==> src/rtl/uart_tx.sv <==
// UART transmitter, 8N1, LSB first, with a small byte FIFO ahead of the framing FSM.
// Every output is registered from next-state values, so the line never glitches.
module uart_tx #(
  parameter int unsigned CLKS_PER_BIT = 16,
  parameter int unsigned FIFO_DEPTH   = 4
) (
  input  logic       i_clock,
  input  logic       i_rst_n,
  input  logic       i_tx_dv,
  input  logic [7:0] i_tx_byte,
  output logic       o_tx_ready,
  output logic       o_tx_serial,
  output logic       o_tx_active,
  output logic       o_tx_done
);

  localparam int unsigned AW = (FIFO_DEPTH > 1) ? $clog2(FIFO_DEPTH) : 1;
  localparam int unsigned CW = (CLKS_PER_BIT > 1) ? $clog2(CLKS_PER_BIT) : 1;
  localparam logic [CW-1:0] CntLast = CW'(CLKS_PER_BIT - 1);

  localparam logic [1:0] StIdle  = 2'd0;
  localparam logic [1:0] StStart = 2'd1;
  localparam logic [1:0] StData  = 2'd2;
  localparam logic [1:0] StStop  = 2'd3;

  logic [7:0]    mem_q [FIFO_DEPTH];
  logic [AW:0]   wr_ptr_q, wr_ptr_d;
  logic [AW:0]   rd_ptr_q, rd_ptr_d;
  logic          push;
  logic          pop;
  logic          fifo_empty;
  logic          full_d;

  logic [1:0]    state_q, state_d;
  logic [CW-1:0] clk_cnt_q, clk_cnt_d;
  logic [2:0]    bit_idx_q, bit_idx_d;
  logic [7:0]    shreg_q, shreg_d;
  logic          bit_end;

  logic          tx_serial_d;
  logic          tx_active_d;
  logic          tx_done_d;
  logic          tx_ready_d;

  // ---------------------------------------------------------------------------
  // FIFO: pointers carry one extra wrap bit to tell full from empty.
  // ---------------------------------------------------------------------------
  assign push       = i_tx_dv && o_tx_ready;
  assign fifo_empty = (wr_ptr_q == rd_ptr_q);

  assign wr_ptr_d = push ? (wr_ptr_q + 1'b1) : wr_ptr_q;
  assign rd_ptr_d = pop  ? (rd_ptr_q + 1'b1) : rd_ptr_q;

  // Ready is registered from the post-update occupancy, so it tracks the FIFO exactly.
  assign full_d     = (wr_ptr_d[AW] != rd_ptr_d[AW]) &&
                      (wr_ptr_d[AW-1:0] == rd_ptr_d[AW-1:0]);
  assign tx_ready_d = !full_d;

  always_ff @(posedge i_clock) begin
    if (push) begin
      mem_q[wr_ptr_q[AW-1:0]] <= i_tx_byte;
    end
  end

  // ---------------------------------------------------------------------------
  // Framing FSM
  // ---------------------------------------------------------------------------
  assign bit_end = (clk_cnt_q == CntLast);

  always_comb begin
    state_d   = state_q;
    clk_cnt_d = clk_cnt_q;
    bit_idx_d = bit_idx_q;
    shreg_d   = shreg_q;
    pop       = 1'b0;

    case (state_q)
      StIdle: begin
        if (!fifo_empty) begin
          pop       = 1'b1;
          state_d   = StStart;
          clk_cnt_d = '0;
          bit_idx_d = '0;
        end
      end

      StStart: begin
        if (bit_end) begin
          state_d   = StData;
          clk_cnt_d = '0;
        end else begin
          clk_cnt_d = clk_cnt_q + 1'b1;
        end
      end

      StData: begin
        if (bit_end) begin
          clk_cnt_d = '0;
          if (bit_idx_q == 3'd7) begin
            state_d = StStop;
          end else begin
            bit_idx_d = bit_idx_q + 3'd1;
          end
        end else begin
          clk_cnt_d = clk_cnt_q + 1'b1;
        end
      end

      StStop: begin
        if (bit_end) begin
          clk_cnt_d = '0;
          bit_idx_d = '0;
          // Chain straight into the next start bit when more data is waiting.
          if (!fifo_empty) begin
            pop     = 1'b1;
            state_d = StStart;
          end else begin
            state_d = StIdle;
          end
        end else begin
          clk_cnt_d = clk_cnt_q + 1'b1;
        end
      end

      default: begin
        state_d   = StIdle;
        clk_cnt_d = '0;
        bit_idx_d = '0;
      end
    endcase

    if (pop) begin
      shreg_d = mem_q[rd_ptr_q[AW-1:0]];
    end
  end

  // Outputs are decoded from the next state so they line up with the state register.
  always_comb begin
    tx_serial_d = 1'b1;
    tx_active_d = 1'b0;
    case (state_d)
      StStart: begin
        tx_serial_d = 1'b0;
        tx_active_d = 1'b1;
      end
      StData: begin
        tx_serial_d = shreg_d[bit_idx_d];
        tx_active_d = 1'b1;
      end
      StStop: begin
        tx_serial_d = 1'b1;
        tx_active_d = 1'b1;
      end
      default: begin
        tx_serial_d = 1'b1;
        tx_active_d = 1'b0;
      end
    endcase
    tx_done_d = (state_d == StStop) && (clk_cnt_d == CntLast);
  end

  always_ff @(posedge i_clock or negedge i_rst_n) begin
    if (!i_rst_n) begin
      wr_ptr_q    <= '0;
      rd_ptr_q    <= '0;
      state_q     <= StIdle;
      clk_cnt_q   <= '0;
      bit_idx_q   <= '0;
      shreg_q     <= '0;
      o_tx_ready  <= 1'b1;
      o_tx_serial <= 1'b1;
      o_tx_active <= 1'b0;
      o_tx_done   <= 1'b0;
    end else begin
      wr_ptr_q    <= wr_ptr_d;
      rd_ptr_q    <= rd_ptr_d;
      state_q     <= state_d;
      clk_cnt_q   <= clk_cnt_d;
      bit_idx_q   <= bit_idx_d;
      shreg_q     <= shreg_d;
      o_tx_ready  <= tx_ready_d;
      o_tx_serial <= tx_serial_d;
      o_tx_active <= tx_active_d;
      o_tx_done   <= tx_done_d;
    end
  end

endmodule
==> config.mk <==
export PLATFORM = sky130hd
export DESIGN_NAME = uart_tx
export DESIGN_NICKNAME = d
export VERILOG_FILES = /design/src/rtl/uart_tx.sv
export SDC_FILE = /design/constraint.sdc
export NUM_CORES = 1
export LEC_CHECK = 0
export CELL_PAD_IN_SITES_DETAIL_PLACEMENT = 0
export CELL_PAD_IN_SITES_GLOBAL_PLACEMENT = 1
export CORE_UTILIZATION = 53
export DETAILED_ROUTE_END_ITERATION = 8
export PLACE_DENSITY = 0.82
export SETUP_SLACK_MARGIN = 0.2
export SLEW_MARGIN = 20
export SYNTH_ARGS = -nofsm -noshare
export SYNTH_HDL_FRONTEND = slang
export SYNTH_SLANG_ARGS = --single-unit
==> constraint.sdc <==
create_clock -name i_clock -period 4.1 [get_ports i_clock]
set_clock_uncertainty 0.15 [all_clocks]
set_input_delay 1.025 -clock i_clock [delete_from_list [all_inputs] [get_ports i_clock]]
set_output_delay 1.025 -clock i_clock [all_outputs]
set_load 0.1 [all_outputs]
==> reports/metrics.yaml <==
run_status:
  status: "finished, final reports clean"
setup_path:
  timing.critical_path.arrival_ns: 3.31
  max_incr_delay_on_cp_ns: 0.86
  cp_slowest_cell: "sky130_fd_sc_hd__a311oi_2"
  critical_path_required_ns: 4.22
  worst-path-max-fanout: 15
  cp-end-kind: "register"
  crit_path_cell_trace: "inv_1 > ha_1 > a41oi_1 > a311oi_2 > mux2_2 > and3b_1 > nor4_1 > mux2i_1 > a21oi_1"
  worst_r2r_path_depth: 9
  startpoint_type_of_the_worst_setup_path: "register"
  crit_type: "reg -> reg"
cts:
  tritoncts: "done"
  cts_hold_buffers: 0
  htree_num_levels: 3
  clkSlewWorstSetupHoldPaths_ns: 0.07
  clkSinkCount: 59
  ctsRootBufferMaster: "sky130_fd_sc_hd__clkbuf_8"
  cts.path.max_buffers: 2
  worstSkewPairLatency_ns: 0.33
  postCtsSetupRepairBufs: 0
  cts_inserted_buffers: 9
  cts.repair.resized: 0
sta:
  final_critical_period_ns: 3.20
  timing.final.setup_violations: 0
  post-route-period-util_pct: 78.0
  achievable_frequency_mhz: 313
  holdWs_ns: 0.348
  post_layout_worst_setup_margin_ns: 0.903
  timing.final.max_slew_violations: 0
  rsz0062_at_grt: "no"
  timing.slew.headroom_pct: 34.6
  tns_ns: 0
  tightest_slew_ns: 0.981
  hold_viol: 0
detailed_routing:
  route.detailed.drc: 0
  detail_route.first_pass.iterations: 4
  detail-route-antenna-nets: 0
  route.detailed.wl_per_inst_um: 16.8
  drt_initial_violations: 73
  finalWirelength_um: 4730
  vias: 1595
  vias_per_cell: 5.66
power:
  switching_share_pct: 26.6
  power_frac_seq_pct: 51.5
  leakage_dissipation_nw: 1.23
  internal_power_mw: 1.07
  share_comb_of_total_power_pct: 15.3
  p_sw_mw: 0.387
  worst_ir_drop_vdd_v: 0.000418
  clock_power_share_pct: 33.2
  cellPowerDensity_mw_per_mm2: 467
  post-layout-total-power_mw: 1.46
yosys:
  flip_flop_and_latch_count_after_synthesis: 59
  synthFlopType: "sky130_fd_sc_hd__edfxtp_1"
  synthesis.yosys.warnings: 0
  syn_avg_cell_area_um2: 14.6
  mappedNetlistArea_mm2: 0.00275
  synth_top_area_cell: "sky130_fd_sc_hd__edfxtp_1"
  synth-edff-count: 32
  synth_nets: 211
  synth_most_common_cell: "sky130_fd_sc_hd__edfxtp_1"
  yosysUniqueCellTypes: 42
  postSynthCellCount: 189
  synth.cells.most_frequent: "32 x sky130_fd_sc_hd__edfxtp_1, 25 x sky130_fd_sc_hd__dfrtp_1, 16 x sky130_fd_sc_hd__nand2_1"
  synth_largest_type_area_fraction_pct: 34.9
  synth_top_cells_by_area: "sky130_fd_sc_hd__edfxtp_1 35%, sky130_fd_sc_hd__dfrtp_1 23%, sky130_fd_sc_hd__mux4_1 7.6%"
  synth.yosys.seq_area_share_pct: 59.6
  share_of_flip_flops_with_an_asynchronous_set_or_reset_after_synthesis_pct: 45.8
placed_design:
  place_congestion: 0.859
  portBuffers: 14
  pre_cts_ws_ns: 0.941
  placed_cells_incl_taps: 266
  hpwl_um: 3400
floorplanning:
  start_util_pct: 56.7
  core_footprint_mm2: 0.00485
  die_height_um: 74.1
  io_pins: 15
  dieWidth_um: 74.1
  floorplan.rows: 25
  design.die.area_mm2: 0.00548
grt:
  via_count_of_the_first_global_routing_pass: 1694
  grt_max_degree: 28
  grt_overflow_total: 0
  antenna_violations_before_repair: 0
  global_route_usage_over_all_layers_pct: 20.2
  wire_length_of_the_first_global_routing_pass_um: 7770
worst_hold_path:
  number_of_cells_traversed_by_the_worst_hold_path: 1
  hold_class: "reg -> reg"
finish:
  fillCellCount: 360
  layout.cells.non_filler: 282
  drive_above_1_share_pct: 14.0
  area_growth_pct: 13.5
  antenna-diode-count: 0
  nets: 232
run:
  maxCapViolCount: 0
[cells by family (layout without fill, tap and decap cells)]
kind of cell	count (synthesis)	count (layout)	share of synthesized area [%]
compound gates	24	24	6.32
xor+xnor	9	9	3.41
fa+ha+maj	11	11	5.00
buf+inv	15	41	2.87
flops	59	59	59.6
mux	23	23	13.7
simple gates	48	48	9.14
[flip-flops by register name, indices dropped and copies added (netlist names)]
name / count
mem_q: 32
shreg_q: 8
clk_cnt_q: 4
bit_idx_q: 3
rd_ptr_q: 3
wr_ptr_q: 3
state_q: 2
o_tx_active: 1
o_tx_done: 1
o_tx_ready: 1
o_tx_serial: 1
[power by group through the flow]
stage	combinational (mW)	sequential, mW	clock, mW
3_5_place_dp	0.226	0.764	0
2_1_floorplan	0.144	0.765	0
5_1_grt	0.246	0.758	0.521
4_1_cts	0.228	0.753	0.495
3_3_place_gp	0.213	0.757	0
6_report	0.223	0.752	0.484
[cells in the final DEF, fill, tap and decap left out, types with 2 or more instances in the layout]
| cell type | count |
|---|---|
| sky130_fd_sc_hd__edfxtp_1 | 32 |
| sky130_fd_sc_hd__dfrtp_1 | 25 |
| sky130_fd_sc_hd__nand2_1 | 16 |
| sky130_fd_sc_hd__clkdlybuf4s50_1 | 13 |
| sky130_fd_sc_hd__ha_1 | 11 |
| sky130_fd_sc_hd__inv_1 | 10 |
| sky130_fd_sc_hd__clkbuf_8 | 9 |
| sky130_fd_sc_hd__nor2_1 | 8 |
| sky130_fd_sc_hd__mux4_1 | 8 |
| sky130_fd_sc_hd__mux2_2 | 8 |
| sky130_fd_sc_hd__o21ai_0 | 7 |
| sky130_fd_sc_hd__a21oi_1 | 5 |
| sky130_fd_sc_hd__and3_1 | 5 |
| sky130_fd_sc_hd__mux2i_1 | 5 |
| sky130_fd_sc_hd__xnor2_1 | 4 |
| sky130_fd_sc_hd__nand4_1 | 3 |
| sky130_fd_sc_hd__nand4b_1 | 3 |
| sky130_fd_sc_hd__xor2_1 | 3 |
| sky130_fd_sc_hd__clkinv_1 | 3 |
| sky130_fd_sc_hd__xnor2_2 | 2 |
| sky130_fd_sc_hd__nand3_1 | 2 |
| sky130_fd_sc_hd__a31oi_1 | 2 |
| sky130_fd_sc_hd__a21o_1 | 2 |
| sky130_fd_sc_hd__nor3b_1 | 2 |
| sky130_fd_sc_hd__nor4_1 | 2 |
| sky130_fd_sc_hd__clkinv_2 | 2 |
| sky130_fd_sc_hd__dfstp_2 | 2 |
| sky130_fd_sc_hd__buf_4 | 2 |
[routing by layer]
metal	part of all wire, %	global-route usage (%)	routed length [um]
met5	0	0	0
met4	3.1	12.8	148
met3	3.6	5.56	171
met2	52	33.5	2450
met1	42	23.1	1960
[stage by stage]
| stage | utilization (%) | cell area, um^2 |
|---|---|---|
| 2_1_floorplan | - | 2750 |
| 6_report | 64.4 | 3120 |
| 5_1_grt | 64.4 | 3120 |
| 3_3_place_gp | 60.6 | 2940 |
| 3_5_place_dp | 60.6 | 2940 |
| 4_1_cts | 64.4 | 3120 |
[worst paths after layout]
path / endpoint / startpoint / slack (ns)
max: o_tx_serial / state_q[0] / 0.90
min: shreg_q[5] / shreg_q[5] / 0.35
max reg2reg: o_tx_serial / state_q[0] / 0.90
min reg2reg: shreg_q[5] / shreg_q[5] / 0.35
max in group asynchronous: o_tx_serial / i_rst_n / 2.59
min in group asynchronous: o_tx_active / i_rst_n / 0.92
[final cells by class]
class	instances	area (um^2)	area share, %
clock buffers	9	124	3.97
well taps	67	83.8	2.69
flip-flops and latches	59	1640	52.5
repair buffers	15	145	4.65
multi-input cells	115	1030	33.1
clock inverters	7	58.8	1.88
inverters	10	37.5	1.20
[critical path, delay by kind of cell (launching register included)]
family | cells | cell delay, ns
fa+ha+maj | 1 | 0.45
simple gates | 2 | 0.46
flops | 1 | 0.42
compound gates | 3 | 1.11
mux | 2 | 0.43
buf+inv | 1 | 0.12
(Power assumes the default switching activity.)
